<file path="src/rtl/serial_adder_if.sv">
// ---------------------------------------------------------------------------
// serial_adder_if
//
// Purpose:
//   Bundles the operation handshake and data bus of the bit-serial
//   adder/subtractor so that the requester and the adder can be connected
//   through a single port.
//
// Signals:
//   start     requester -> adder   request to begin an operation
//   i1        requester -> adder   operand A (WIDTH bits)
//   i2        requester -> adder   operand B (WIDTH bits)
//   cin       requester -> adder   carry-in for add, ignored for subtract
//   sub       requester -> adder   0 = i1+i2+cin, 1 = i1-i2
//   busy      adder -> requester   bits are being processed
//   done      adder -> requester   one-cycle result-valid pulse
//   sum       adder -> requester   result (WIDTH bits)
//   carry     adder -> requester   carry out of the MSB (sub: 1 = no borrow)
//   overflow  adder -> requester   signed overflow
//
// Modports:
//   master  the requester side (drives operands and start)
//   slave   the adder side (drives status and result)
// ---------------------------------------------------------------------------
interface serial_adder_if #(
    parameter int WIDTH = 8
);
    logic             start;
    logic [WIDTH-1:0] i1;
    logic [WIDTH-1:0] i2;
    logic             cin;
    logic             sub;
    logic             busy;
    logic             done;
    logic [WIDTH-1:0] sum;
    logic             carry;
    logic             overflow;

    modport master (
        output start,
        output i1,
        output i2,
        output cin,
        output sub,
        input  busy,
        input  done,
        input  sum,
        input  carry,
        input  overflow
    );

    modport slave (
        input  start,
        input  i1,
        input  i2,
        input  cin,
        input  sub,
        output busy,
        output done,
        output sum,
        output carry,
        output overflow
    );
endinterface

</file>
<file path="src/rtl/serial_adder.sv">
// ---------------------------------------------------------------------------
// serial_adder
//
// Purpose:
//   Bit-serial WIDTH-bit adder/subtractor built from a single full-adder
//   slice and a registered carry. Operands are processed LSB first, one bit
//   per clock, giving a latency of WIDTH+1 cycles from the accepted start to
//   the done pulse. Subtraction is performed as i1 + ~i2 + 1. Signed
//   overflow is the carry into the MSB XOR the carry out of the MSB.
//
// Parameters:
//   WIDTH     operand and result width in bits (>= 1)
//
// Ports:
//   clk       rising-edge clock
//   rst       synchronous, active-high reset (highest priority)
//   bus       serial_adder_if slave modport:
//               start/i1/i2/cin/sub in, busy/done/sum/carry/overflow out
//
// Operation:
//   IDLE --start--> RUN (WIDTH cycles) --> DONE (1 cycle) --> IDLE,
//   or DONE --start--> RUN for back-to-back operations. Start is ignored
//   while RUN. Operands, mode and effective carry-in are latched on the
//   accepted start, so the inputs may change freely afterwards.
// ---------------------------------------------------------------------------
module serial_adder #(
    parameter int WIDTH = 8
) (
    input  logic          clk,
    input  logic          rst,
    serial_adder_if.slave bus
);

    // Bit counter is clog2(WIDTH) wide, with a floor of one bit for WIDTH=1.
    localparam int                CNT_W    = (WIDTH > 1) ? $clog2(WIDTH) : 1;
    localparam logic [CNT_W-1:0]  CNT_LAST = CNT_W'(WIDTH - 1);

    localparam logic [1:0] S_IDLE = 2'd0;
    localparam logic [1:0] S_RUN  = 2'd1;
    localparam logic [1:0] S_DONE = 2'd2;

    // Single full-adder slice: returns {carry_out, sum_bit}.
    function automatic logic [1:0] full_add(input logic a, input logic b, input logic c);
        logic s;
        logic co;
        s  = a ^ b ^ c;
        co = (a & b) | (c & (a ^ b));
        return {co, s};
    endfunction

    logic [1:0]       r_state;
    logic [WIDTH-1:0] r_a;
    logic [WIDTH-1:0] r_b;
    logic [WIDTH-1:0] r_sum;
    logic             r_c;
    logic             r_carry;
    logic             r_ovf;
    logic [CNT_W-1:0] r_cnt;

    logic             w_accept;
    logic             w_last;
    logic             w_a_bit;
    logic             w_b_bit;
    logic [1:0]       w_fa;

    // A start is only honoured when no bits are in flight; the DONE cycle
    // counts as free so that operations can run back to back.
    always_comb begin
        w_accept = bus.start && (r_state != S_RUN);
        w_last   = (r_cnt == CNT_LAST);
        w_a_bit  = r_a[r_cnt];
        w_b_bit  = r_b[r_cnt];
        w_fa     = full_add(w_a_bit, w_b_bit, r_c);
    end

    always_ff @(posedge clk) begin
        if (rst) begin
            r_state <= S_IDLE;
            r_cnt   <= '0;
            r_c     <= 1'b0;
            r_sum   <= '0;
            r_carry <= 1'b0;
            r_ovf   <= 1'b0;
        end else begin
            case (r_state)
                S_IDLE, S_DONE: begin
                    if (w_accept) begin
                        // Subtract is folded into the add path: invert B and
                        // force the carry-in to 1 (two's complement negate).
                        r_a     <= bus.i1;
                        r_b     <= bus.sub ? ~bus.i2 : bus.i2;
                        r_c     <= bus.sub ? 1'b1 : bus.cin;
                        r_cnt   <= '0;
                        r_sum   <= '0;
                        r_carry <= 1'b0;
                        r_ovf   <= 1'b0;
                        r_state <= S_RUN;
                    end else begin
                        r_state <= S_IDLE;
                    end
                end

                S_RUN: begin
                    r_sum[r_cnt] <= w_fa[0];
                    r_c          <= w_fa[1];
                    if (w_last) begin
                        // On the MSB the registered carry is the carry into
                        // the MSB, so overflow falls out directly.
                        r_carry <= w_fa[1];
                        r_ovf   <= r_c ^ w_fa[1];
                        r_state <= S_DONE;
                    end else begin
                        r_cnt <= r_cnt + 1'b1;
                    end
                end

                default: begin
                    r_state <= S_IDLE;
                end
            endcase
        end
    end

    assign bus.busy     = (r_state == S_RUN);
    assign bus.done     = (r_state == S_DONE);
    assign bus.sum      = r_sum;
    assign bus.carry    = r_carry;
    assign bus.overflow = r_ovf;

endmodule

</file>
<file path="src/flat_wrapper.sv">
// flat-port wrapper written by rule: the top's interface ports become plain ports
module serial_adder_flat 
#(
    parameter int WIDTH = 8
)
  (clk, rst, bus_start, bus_i1, bus_i2, bus_cin, bus_sub, bus_busy, bus_done, bus_sum, bus_carry, bus_overflow);
  serial_adder_if #(.WIDTH(WIDTH)) bus_i ();
  input  logic clk;
  input  logic rst;
  input wire logic [$bits(bus_i.start)-1:0] bus_start;
  input wire logic [$bits(bus_i.i1)-1:0] bus_i1;
  input wire logic [$bits(bus_i.i2)-1:0] bus_i2;
  input wire logic [$bits(bus_i.cin)-1:0] bus_cin;
  input wire logic [$bits(bus_i.sub)-1:0] bus_sub;
  output wire logic [$bits(bus_i.busy)-1:0] bus_busy;
  output wire logic [$bits(bus_i.done)-1:0] bus_done;
  output wire logic [$bits(bus_i.sum)-1:0] bus_sum;
  output wire logic [$bits(bus_i.carry)-1:0] bus_carry;
  output wire logic [$bits(bus_i.overflow)-1:0] bus_overflow;
  assign bus_i.start = bus_start;
  assign bus_i.i1 = bus_i1;
  assign bus_i.i2 = bus_i2;
  assign bus_i.cin = bus_cin;
  assign bus_i.sub = bus_sub;
  assign bus_busy = bus_i.busy;
  assign bus_done = bus_i.done;
  assign bus_sum = bus_i.sum;
  assign bus_carry = bus_i.carry;
  assign bus_overflow = bus_i.overflow;
  serial_adder #(.WIDTH(WIDTH)) u_core (.clk(clk), .rst(rst), .bus(bus_i));
endmodule
</file>
<file path="config.mk">
export PLATFORM = sky130hd
export DESIGN_NAME = serial_adder_flat
export DESIGN_NICKNAME = d
export VERILOG_FILES = /design/src/rtl/serial_adder_if.sv /design/src/rtl/serial_adder.sv /design/src/flat_wrapper.sv
export SDC_FILE = /design/constraint.sdc
export NUM_CORES = 1
export LEC_CHECK = 0
export CAP_MARGIN = 10
export CORE_MARGIN = 2
export CORE_UTILIZATION = 30
export CTS_CLUSTER_SIZE = 20
export DETAILED_ROUTE_END_ITERATION = 16
export SYNTH_ARGS = -nofsm -noshare
export SYNTH_HDL_FRONTEND = slang
export SYNTH_SLANG_ARGS = --single-unit
</file>
<file path="constraint.sdc">
create_clock -name clk -period 5.25 [get_ports clk]
set_input_delay 0.7875 -clock clk [delete_from_list [all_inputs] [get_ports clk]]
set_output_delay 0.7875 -clock clk [all_outputs]
set_load 0.05 [all_outputs]
</file>
# After elaboration in Yosys (flattened, before gate mapping)
# Cells that the tools add are included.
[totals] ff_bits=32 input_bits=21
[classes] n_addsub=1 n_lt_le_gt_ge=2 n_eq_ne=7 n_mux=24 n_bitwise=8 reduce_logical=9
[ops] op="8-bit 2-to-1 mux" n=2
[ops] op="8-bit one-hot mux with 2 select lines" n=1
[ops] op="1-bit 2-to-1 mux" n=9
[ops] op="3-bit AND reduction" n=3
[ops] op="8-bit bitwise mux" n=1
[ops] op="8-bit NOT" n=1
[ops] op="1-bit binary-select mux with 3-bit select" n=2
[ops] op="3-bit 2-to-1 mux" n=2
[ops] op="2-bit by 1-bit != test with 1-bit output, second input constant" n=3
[ops] op="1-bit one-hot mux with 2 select lines" n=3
[ops] op="3-bit one-hot mux with 2 select lines" n=1
[ops] op="3-bit by 4-bit less-than comparator with 1-bit output, second input constant" n=1
[ops] op="2-bit one-hot mux with 2 select lines" n=1
[ops] op="3-bit by 1-bit adder with 3-bit output, second input constant" n=1
[ops] op="1-bit demux with 3-bit select" n=1
[ops] op="3-bit == test, second input constant" n=1
[ops] op="3-bit by 1-bit greater-or-equal comparator with 1-bit output, second input constant" n=1
[ops] op="1-bit XOR" n=3
[ops] op="1-bit AND" n=2
[ops] op="2-bit by 1-bit == test with 1-bit output, second input constant" n=1
[ops] op="2-bit == test, second input constant" n=1
[ops] op="1-bit logical AND" n=2
[ops] op="2-bit zero test" n=1
[ops] op="2-bit 2-to-1 mux" n=1
[ops] op="other kinds (6)" n=6

# Logic depth before layout (Yosys ltp)
[logic_depth] ltp_word=8 mapped_depth=10

# Least setup slack after synthesis
# Ideal clock, no wire load.
[synth_path] path_type="flip-flop to flip-flop" from="register u_core.r_cnt[1]" to="register u_core.r_sum[0] (netlist: u_core.bus.sum[0])" setup_time_ns=0.075 arrival_ns=2.250 required_ns=5.175 slack_ns=2.925 stages_incl_launch_ff=10 path_buffers=2 synth_period_minus_slack_ns=2.325 path_cell_list="dfxtp_1 buf_6 mux2_2 o211a_1 a211o_1 fa_1 nand2b_1 clkbuf_1 mux2_2 o22ai_1"
[synth_via] elab_chain_cells=6
[synth_rtl] item="start, declared" line="serial_adder.sv:58" text="logic [CNT_W-1:0] r_cnt;"
[synth_rtl] item="start signal, assigned" line="serial_adder.sv:113" text="r_cnt <= r_cnt + 1'b1;"
[synth_rtl] item="3-bit by 4-bit less-than comparator with 1-bit output (not written as such) (tied with other cells)" line="serial_adder.sv:104" text="r_sum[r_cnt] <= w_fa[0];"
[synth_rtl] item="1-bit logical AND (not written as such) (tied with other cells)" line="serial_adder.sv:104"
[synth_rtl] item="1-bit 2-to-1 mux (not written as such) or 1-bit XOR (tied branches)" line="serial_adder.sv:104, serial_adder.sv:46"
[synth_rtl] item="1-bit demux with 3-bit select or 1-bit XOR (tied branches)"
[synth_rtl] item="8-bit bitwise mux *" line="serial_adder.sv:104"
[synth_rtl] item="8-bit one-hot mux with 2 select lines *" line="serial_adder.sv:85" text="case (r_state)"
[synth_rtl] item="end signal, assigned by index" line="serial_adder.sv:104"
[synth_rtl] item="end, declared" line="serial_adder.sv:54" text="logic [WIDTH-1:0] r_sum;"
# Every way passes the cells marked *; elsewhere a longest branch is shown, timed or not. The select of a mux whose other input is x is not followed.
# A chain may end at the register's enable or synchronous reset.

# Final worst setup path
[layout_path] from="register u_core.r_cnt[1]" to="register u_core.r_sum[1] (netlist: u_core.bus.sum[1])"
# The elaborated chain is that of the path after synthesis.

==> impl_metrics.yaml <==
power_and_ir_drop:
  p_total_uw: 529
  vdd_drop_max_mv: 0.102
  leakagePower_nw: 0.692
  power.density_cell_area_nw_per_um2: 268
setup_path:
  cp_max_fo: 17
  timing.critical_path.buf_inv: 0
  crit_slowest_cell: "dfxtp_1"
  cp-end-kind: "register"
  max_stage_delay_ns: 0.77
  crit_family: "flip-flops"
  arrival_ns: 3.02
  crit_chain: "mux2_2 > o211a_1 > a211o_1 > fa_1 > nand2b_1 > mux2_2 > o22ai_1"
  path_class: "register to register"
  required_ns: 5.46
  path_common_cell: "mux2_2"
  worstSetupStartpointType: "register"
timing:
  final-hold-violation-count: 0
  grt_setup_unrepaired: "no"
  clock_skew_ns: 0.00754
  setup_ws_ns: 2.44
  max_freq_mhz: 356
  slew_headroom_pct: 53.6
  finalMaxSlewViolations: 0
  period_needed_ns: 2.81
  holdWs_ns: 0.480
  setup_tns_ns: 0
  worstMarginPinSlew_ns: 0.695
  setup_viol: 0
  period_share_pct: 53.5
detailed_routing:
  drc: 0
  drt-initial-drc-count: 31
  wl_um: 2800
  wire_per_inst_um: 11.9
  postRouteAntennaNets: 0
  drt_first_pass_iters: 4
  vias: 1055
  via_per_inst: 4.49
global_route:
  gr-usage-met1_pct: 12.5
  met3_usage_pct: 4.10
  use_met2_pct: 18.0
  antenna_found_initial: 0
  grt_pass1_wl_um: 4530
  grt_max_degree: 20
  busiest_layer: "met2"
  grtUsageTotal_pct: 10.9
  grt-ovfl-total: 0
  grt_pass1_vias: 1005
yosys:
  yosysSeqAreaShare_pct: 52.3
  synth-main-ff-cell: "edfxtp_1"
  synth_nets: 159
  syn_avg_cell_area_sq_um: 11.3
  synth_area_leaders: "edfxtp_1, dfxtp_1, mux2i_1"
  ys_ff_latch: 32
  synthCells: 135
  synth.cell_area_sq_um: 1530
  yosys_warnings: 0
  yosys-top-cells-count: "dfxtp_1, edfxtp_1, nand3_1"
  synth_edf_count: 16
  synth_top_area_share_pct: 31.4
  synth_area_leader_cell: "edfxtp_1"
  synth_cell_types: 34
  synthArstFlopShare_pct: 0
finish:
  final_cells: 235
  fin_util_pct: 39.4
  antennaDiodeCount: 0
  multi_input_area_sq_um: 662
  regArea_sq_um: 801
  areaGrowthSynthToFinish_pct: 28.8
  n_fill_cell: 495
  drive_above_1_share_pct: 9.70
  fin_nets: 188
  finalInstanceArea_sq_um: 1970
job:
  maxCapViolations: 0
clock_network:
  post_cts_buffers: 0
  worstSkewPairLatency_ns: 0.28
  post_cts_resized: 0
  cts_buffers: 5
  clock-sinks: 32
  h-tree-depth: 2
  cts_tree: "built"
  cts_buffer_depth: 2
  cts_hold_buffers: 0
  clockRootBuffer: "clkbuf_8"
  clk_pin_slew_ns: 0.07
floorplanning:
  io_pins: 33
  dieArea_sq_um: 5690
  fp-row-count: 26
  die_x_um: 75.5
  core_area_sq_um: 5010
  initial_core_util_pct: 30.6
  die_h_um: 75.5
placed_design:
  place_area_sq_um: 1880
  io_buffer_count: 32
  placed_cells: 226
  hpwl_um: 1990
  pre_cts_ws_ns: 2.18
  gp_congestion: 0.721
outcome:
  outcome: "complete, no violations"
hold_path:
  hold_path_class: "register to register"
final timing paths:
kind,start,cells after the start,end,slack (ns)
worst max-delay path,u_core.r_cnt[1]$_SDFFE_PP0P_,7,u_core.bus.sum[1]$_SDFFE_PP0P_,2.44
worst min-delay path,u_core.bus.carry$_SDFFE_PP0P_,2,u_core.bus.carry$_SDFFE_PP0P_,0.48
worst max register to register,u_core.r_cnt[1]$_SDFFE_PP0P_,7,u_core.bus.sum[1]$_SDFFE_PP0P_,2.44
worst min register to register,u_core.bus.carry$_SDFFE_PP0P_,2,u_core.bus.carry$_SDFFE_PP0P_,0.48
tightest hold or removal path: cells and delay by family (launching register included):
family,cells,cell delay (ns)
flip-flops,1,0.31
AND/OR/NAND/NOR,1,0.06
AO/OA/AOI/OAI,1,0.06
layout by cell type, fill, tap and decap left out, types with 5 or more instances in the layout:
| cell | n |
|---|---|
| nand3b_1 | 5 |
| mux2i_1 | 10 |
| edfxtp_1 | 16 |
| a21oi_1 | 8 |
| clkdlybuf4s50_1 | 32 |
| nor2_1 | 5 |
| clkbuf_8 | 5 |
| nand2b_1 | 5 |
| nand3_1 | 15 |
| dfxtp_1 | 16 |
| nand2_1 | 5 |
| xor2_1 | 9 |
cells by family after synthesis:
| logic type | count (synthesis) | share of synthesized area [%] |
|---|---|---|
| AOI/OAI and AO/OA | 17 | 7.27 |
| xor gates and xnor gates | 9 | 5.15 |
| adders and majority gates | 3 | 2.94 |
| buffers and inverters | 13 | 4.49 |
| DFF | 32 | 52.3 |
| muxes | 13 | 8.74 |
| and+or+nand+nor | 48 | 19.1 |
per-layer routing:
metal | share of wire (%) | wire length (um)
met5 | 0 | 0
met4 | 1.6 | 46
met3 | 5.2 | 146
met2 | 47 | 1310
met1 | 46 | 1300
power breakdown:
group          internal [mW]  switching [mW]
Clock                 0.0898          0.0880
Sequential             0.273         0.00838
Combinational         0.0352          0.0341
Total                  0.398           0.130
cell type report:
cell class              instances  share of cell area, %
repair buffers                 33                   16.8
clock buffers                   5                   3.49
clock inverters                 3                  0.698
flip-flops and latches         32                   40.6
multi-input cells              90                   33.6
inverters                       2                  0.381
well taps                      70                   4.44
state kept, by name (all words and copies together), names as in the netlist:
name and count:
u_core.bus.carry 1, u_core.bus.overflow 1, u_core.bus.sum 8, u_core.r_a 8, u_core.r_b 8, u_core.r_c 1, u_core.r_cnt 3, u_core.r_state 2
Power figures use the tool's default switching activity.
